[src/rtl/apb_cmd_master.sv]
// -----------------------------------------------------------------------------
// apb_cmd_master
//   APB requester placed upstream of the add/subtract APB slave. It takes one
//   read or write command at a time from a local controller over a valid/ready
//   handshake. It runs the APB SETUP/ACCESS sequence and waits for PREADY, with
//   a bound of TIMEOUT ACCESS cycles. It then returns exactly one response
//   strobe for each command.
//
// Ports
//   PCLK, PRESET             clock, asynchronous active-low reset
//   cmd_valid / cmd_ready    command handshake (accepted only in IDLE)
//   cmd_write/addr/wdata     command fields, latched on acceptance
//   rsp_valid                one-cycle response strobe
//   rsp_rdata / rsp_err      response payload, held until the next response
//   busy                     high whenever the FSM is not in IDLE
//   PSEL/PENABLE/PWRITE      APB control, registered
//   PRWADDR/PRWDATA          APB address / write data, registered
//   PRDATA1/PREADY           APB read data / ready from the slave
// -----------------------------------------------------------------------------
module apb_cmd_master #(
  parameter int ADDR_W  = 32,
  parameter int DATA_W  = 32,
  parameter int TIMEOUT = 16
) (
  input  logic              PCLK,
  input  logic              PRESET,
  input  logic              cmd_valid,
  output logic              cmd_ready,
  input  logic              cmd_write,
  input  logic [ADDR_W-1:0] cmd_addr,
  input  logic [DATA_W-1:0] cmd_wdata,
  output logic              rsp_valid,
  output logic [DATA_W-1:0] rsp_rdata,
  output logic              rsp_err,
  output logic              busy,
  output logic              PSEL,
  output logic              PENABLE,
  output logic              PWRITE,
  output logic [ADDR_W-1:0] PRWADDR,
  output logic [DATA_W-1:0] PRWDATA,
  input  logic [DATA_W-1:0] PRDATA1,
  input  logic              PREADY
);

  // The counter only needs to reach TIMEOUT-1.
  localparam int CNT_W = (TIMEOUT > 2) ? $clog2(TIMEOUT) : 1;
  localparam logic [CNT_W-1:0] CNT_LAST = CNT_W'(TIMEOUT - 1);
  localparam logic [CNT_W-1:0] CNT_ONE  = CNT_W'(1);

  typedef enum logic [1:0] {
    ST_IDLE   = 2'd0,
    ST_SETUP  = 2'd1,
    ST_ACCESS = 2'd2,
    ST_RESP   = 2'd3
  } state_t;

  state_t            r_state;
  state_t            w_state_nxt;
  logic [CNT_W-1:0]  r_wait_cnt;
  logic [CNT_W-1:0]  w_wait_cnt_nxt;

  logic              r_cmd_ready;
  logic              r_rsp_valid;
  logic [DATA_W-1:0] r_rsp_rdata;
  logic              r_rsp_err;
  logic              r_busy;
  logic              r_psel;
  logic              r_penable;
  logic              r_pwrite;
  logic [ADDR_W-1:0] r_paddr;
  logic [DATA_W-1:0] r_pwdata;

  logic              w_accept;
  logic              w_cmd_load;
  logic              w_rsp_load;
  logic              w_rsp_err_nxt;
  logic [DATA_W-1:0] w_rsp_rdata_nxt;

  // cmd_ready is registered and is high only in IDLE.
  assign w_accept = cmd_valid & r_cmd_ready;

  // Next-state, wait-counter and response-capture decisions
  always_comb begin
    w_state_nxt     = r_state;
    w_wait_cnt_nxt  = r_wait_cnt;
    w_cmd_load      = 1'b0;
    w_rsp_load      = 1'b0;
    w_rsp_err_nxt   = r_rsp_err;
    w_rsp_rdata_nxt = r_rsp_rdata;
    case (r_state)
      ST_IDLE: begin
        if (w_accept) begin
          w_cmd_load = 1'b1;
          if (cmd_addr[1:0] != 2'b00) begin
            // A misaligned address is rejected locally and never reaches the bus.
            w_state_nxt     = ST_RESP;
            w_rsp_load      = 1'b1;
            w_rsp_err_nxt   = 1'b1;
            w_rsp_rdata_nxt = {DATA_W{1'b0}};
          end else begin
            w_state_nxt = ST_SETUP;
          end
        end else begin
          w_state_nxt = ST_IDLE;
        end
      end
      ST_SETUP: begin
        w_state_nxt    = ST_ACCESS;
        w_wait_cnt_nxt = {CNT_W{1'b0}};
      end
      ST_ACCESS: begin
        if (PREADY) begin
          // PREADY takes priority over a timeout in the same cycle.
          w_state_nxt     = ST_RESP;
          w_rsp_load      = 1'b1;
          w_rsp_err_nxt   = 1'b0;
          w_rsp_rdata_nxt = r_pwrite ? {DATA_W{1'b0}} : PRDATA1;
        end else if (r_wait_cnt == CNT_LAST) begin
          w_state_nxt     = ST_RESP;
          w_rsp_load      = 1'b1;
          w_rsp_err_nxt   = 1'b1;
          w_rsp_rdata_nxt = {DATA_W{1'b0}};
        end else begin
          w_wait_cnt_nxt = r_wait_cnt + CNT_ONE;
        end
      end
      ST_RESP: begin
        w_state_nxt = ST_IDLE;
      end
      default: begin
        w_state_nxt = ST_IDLE;
      end
    endcase
  end

  // State, counter and all registered outputs. Control outputs are computed
  // from the next state, so they line up with the state they describe.
  always_ff @(posedge PCLK or negedge PRESET) begin
    if (!PRESET) begin
      r_state     <= ST_IDLE;
      r_wait_cnt  <= {CNT_W{1'b0}};
      r_cmd_ready <= 1'b0;
      r_rsp_valid <= 1'b0;
      r_rsp_rdata <= {DATA_W{1'b0}};
      r_rsp_err   <= 1'b0;
      r_busy      <= 1'b0;
      r_psel      <= 1'b0;
      r_penable   <= 1'b0;
      r_pwrite    <= 1'b0;
      r_paddr     <= {ADDR_W{1'b0}};
      r_pwdata    <= {DATA_W{1'b0}};
    end else begin
      r_state     <= w_state_nxt;
      r_wait_cnt  <= w_wait_cnt_nxt;
      r_cmd_ready <= (w_state_nxt == ST_IDLE);
      r_rsp_valid <= (w_state_nxt == ST_RESP);
      r_busy      <= (w_state_nxt != ST_IDLE);
      r_psel      <= (w_state_nxt == ST_SETUP) || (w_state_nxt == ST_ACCESS);
      r_penable   <= (w_state_nxt == ST_ACCESS);
      if (w_cmd_load) begin
        r_pwrite <= cmd_write;
        r_paddr  <= cmd_addr;
        r_pwdata <= cmd_wdata;
      end else begin
        r_pwrite <= r_pwrite;
        r_paddr  <= r_paddr;
        r_pwdata <= r_pwdata;
      end
      if (w_rsp_load) begin
        r_rsp_err   <= w_rsp_err_nxt;
        r_rsp_rdata <= w_rsp_rdata_nxt;
      end else begin
        r_rsp_err   <= r_rsp_err;
        r_rsp_rdata <= r_rsp_rdata;
      end
    end
  end

  assign cmd_ready = r_cmd_ready;
  assign rsp_valid = r_rsp_valid;
  assign rsp_rdata = r_rsp_rdata;
  assign rsp_err   = r_rsp_err;
  assign busy      = r_busy;
  assign PSEL      = r_psel;
  assign PENABLE   = r_penable;
  assign PWRITE    = r_pwrite;
  assign PRWADDR   = r_paddr;
  assign PRWDATA   = r_pwdata;

endmodule

[config.mk]
export PLATFORM = sky130hd
export DESIGN_NAME = apb_cmd_master
export DESIGN_NICKNAME = d
export VERILOG_FILES = /design/src/rtl/apb_cmd_master.sv
export SDC_FILE = /design/constraint.sdc
export NUM_CORES = 1
export LEC_CHECK = 0
export CORE_AREA = 3 3 111 113
export DETAILED_ROUTE_END_ITERATION = 10
export DIE_AREA = 0 0 114 116
export GPL_ROUTABILITY_DRIVEN = 0
export PLACE_DENSITY_LB_ADDON = 0.25
export SETUP_SLACK_MARGIN = 0.3
export SLEW_MARGIN = 5
export SYNTH_ARGS = -nofsm -noshare
export SYNTH_HDL_FRONTEND = slang
export SYNTH_SLANG_ARGS = --single-unit
[constraint.sdc]
create_clock -name PCLK -period 1.6 [get_ports PCLK]
set_input_delay 0.24 -clock PCLK [delete_from_list [all_inputs] [get_ports PCLK]]
set_output_delay 0.24 -clock PCLK [all_outputs]
set_load 0.02 [all_outputs]
==> results.yml <==
global_routing:
  grt_pass1_vias: 3482
  grt_max_degree: 36
  grt_antenna_before_repair: 0
  grtUsageTotal_pct: 18.0
  overflow: 0
  grt_pass1_wl_um: 18300
setup_path:
  path_cells: "inv_2, ha_4, nand3_4, buf_12, clkbuf_16, mux2_4"
  max_stage_delay_ps: 400
  rr_startpoint: "r_state[0]"
  worstSetupStartpointType: "flip-flop"
  cp_max_fo: 8
  worst-path-buf-inv: 3
  cp_data_required_time_ps: 1830
  worstSetupEndpointType: "flip-flop"
  critPathLaunch: "r_state[0]"
  slowest_stage: "dfrtp_1"
  crit_family: "buffers and inverters"
  crit_type: "reg2reg"
  cp.arrival_ps: 1800
drt:
  routed_via_density: 4.90
  num_vias: 3216
  m1WireLength_um: 5600
  wire_per_inst_um: 19.9
  wl_met3_um: 898
  drt_iter0_drc: 116
  dr_wl_met2_um: 6280
  highest_layer: "met4"
  drt-pass1-iter-count: 4
  ant_nets: 0
  drc_errors: 0
  wirelength_um: 13000
synth:
  postSynthCellCount: 265
  syn_avg_cell_area_um2: 15.8
  syn_nets: 373
  seq_area_frac_synth_pct: 65.0
  yosys_register_bits: 109
  yosys_warnings: 0
  synthDistinctLibCells: 25
  syn_area_um2: 4200
job:
  cap_violations: 0
floorplan:
  fp.dieW_um: 114
  io_pins: 204
  die_h_um: 116
  row_count: 39
  core_um2: 11400
  die_area_um2: 13200
  start_util_pct: 36.8
clocking:
  cts_made_buffers: 9
  clockRootBuffer: "clkbuf_16"
  cts.sinks: 109
  cts_tree: "done"
  clock_latency_ps: 340
  htree_levels: 3
  clk_pin_slew_ps: 70
  clockBufferDepth: 2
timing:
  finClkSkew_ps: 6.60
  timing.final.ws_setup_ps: 27.7
  fmax_mhz: 636
  slew_headroom_pct: 74.4
  drv_slew: 0
  rsz0062_at_grt: "true"
  finalSetupViolCount: 0
  period_share_pct: 98.3
  finalHoldViolations: 0
  fin_hold_ws_ps: 366
  period_needed_ps: 1570
  tightest_slew_ps: 384
cells_and_area:
  syn2layout_area_growth_pct: 78.8
  final_cell_mix: "108 x dfrtp_1, 98 x clkdlybuf4s50_1, 72 x clkdlybuf4s15_1, 50 x mux2_4, 32 x a22o_1"
  final_core_util_pct: 65.8
  drive_gt1_share_pct: 33.5
  diodes: 0
  fin_nets: 616
  final_common_cell: "dfrtp_1"
power_and_ir_drop:
  peakVddDrop_mv: 1.21
  powerDensity_nw_per_um2: 1970
  power.leakage_nw: 3.55
outcome:
  outcome: "completed"
placement:
  io_buffers: 203
  hpwl_um: 7980
  dp_slack_ps: -188
worst_hold_path:
  hold_path.class: "in2async"
[cells by family (layout without fill, tap and decap cells)]
family                   count (synthesis)  after routing  share of synthesized area (%)
buffers and inverters                   20            268                           3.43
adder cells (fa/ha/maj)                  7              7                           2.09
multiplexers                            69             69                           18.4
AND/OR/NAND/NOR                         18             18                           2.12
flip-flops                             109            109                           65.0
AO/OA/AOI/OAI                           42             42                           9.00
[report_power, final]
group	total (mW)	internal [mW]	switching [mW]
logic	7.50	4.00	3.50
registers	4.59	3.93	0.666
clock network	2.69	1.70	0.991
total	14.8	9.62	5.16
[layout make-up]
type                            instances  area (µm²)
Clock buffer                            9         225
Clock inverter                          7         145
Fill cell                             862        3910
Inverter                                7        26.3
Multi-Input combinational cell        136        1620
Sequential cell                       109        2730
Tap cell                              143         179
Timing Repair Buffer                  245        2580
[sequential cells by signal, indices dropped and copies added, names as in the netlist, 2 cells and up]
register	cells
PRWADDR	32
PRWDATA	32
r_wait_cnt	4
r_state	2
rsp_rdata	32
[layer usage]
| layer | vias up | GRT usage [%] |
|---|---|---|
| met5 | - | 0 |
| met4 | 0 | 6.65 |
| met3 | 21 | 4.39 |
| met2 | 137 | 30.2 |
| met1 | 1616 | 22.8 |
| li1 | 1442 | - |
[cells in the mapped netlist]
library cell,number,area share (%)
a22o_1,32,6.7
nand2b_1,2,0.30
nand3_1,2,0.24
dfrtp_1,109,65
nor2b_1,4,0.60
mux2i_1,3,0.72
buf_2,4,0.48
o2111a_1,1,0.27
nand2_1,5,0.45
buf_4,1,0.18
inv_1,7,0.63
mux2_2,66,18
nor2_1,3,0.27
o22ai_2,1,0.30
nor3_1,1,0.12
o211ai_2,1,0.30
ha_1,7,2.1
and3_1,1,0.15
a21oi_1,2,0.24
a31oi_1,1,0.15
a32oi_1,1,0.21
buf_6,8,2.1
a311o_1,1,0.24
o22ai_1,1,0.15
a211oi_4,1,0.48
[path summary, 6_finish.rpt]
check                                endpoint  slack [ps]  cells past startpoint
worst max-delay path               PRWADDR[8]          30                      6
worst min-delay path              PRWADDR[16]         370                      2
worst max register to register     PRWADDR[8]          30                      6
worst min register to register  rsp_rdata[30]         500                      1
max in group asynchronous           cmd_ready         690                      3
min in group PCLK                     rsp_err         490                      4
[stage by stage]
step / setup TNS, ps / std cells / cell area, µm² / power, mW
after floorplan: 0 / 265 / 4250 / 8.07
after global placement: -4970 / 612 / 6520 / 11.1
after detailed placement: -8400 / 612 / 6520 / 11.2
after CTS: 0 / 649 / 7140 / 13.8
after global routing: -400 / 656 / 7510 / 15.5
final: 0 / 656 / 7510 / 14.8
[what timing repair did]
| action | 4_1_cts | 5_1_grt |
|---|---|---|
| hold buffers | 1 | 0 |
| buffers inserted | 15 | 0 |
| pin swaps | 3 | 35 |
| hold endpoints to repair | 23 | 0 |
| resized for setup | 151 | 160 |
| endpoints found under the setup margin | 210 | 192 |
| cloned | 5 | 7 |
[worst reg2reg max path, cell delays in order (launching register included)]
cell and delay (ps):
dfrtp_1 400, inv_2 120, ha_4 180, nand3_4 110, buf_12 180, clkbuf_16 180
mux2_4 300
Note: power is estimated with default switching activity, not from simulation.
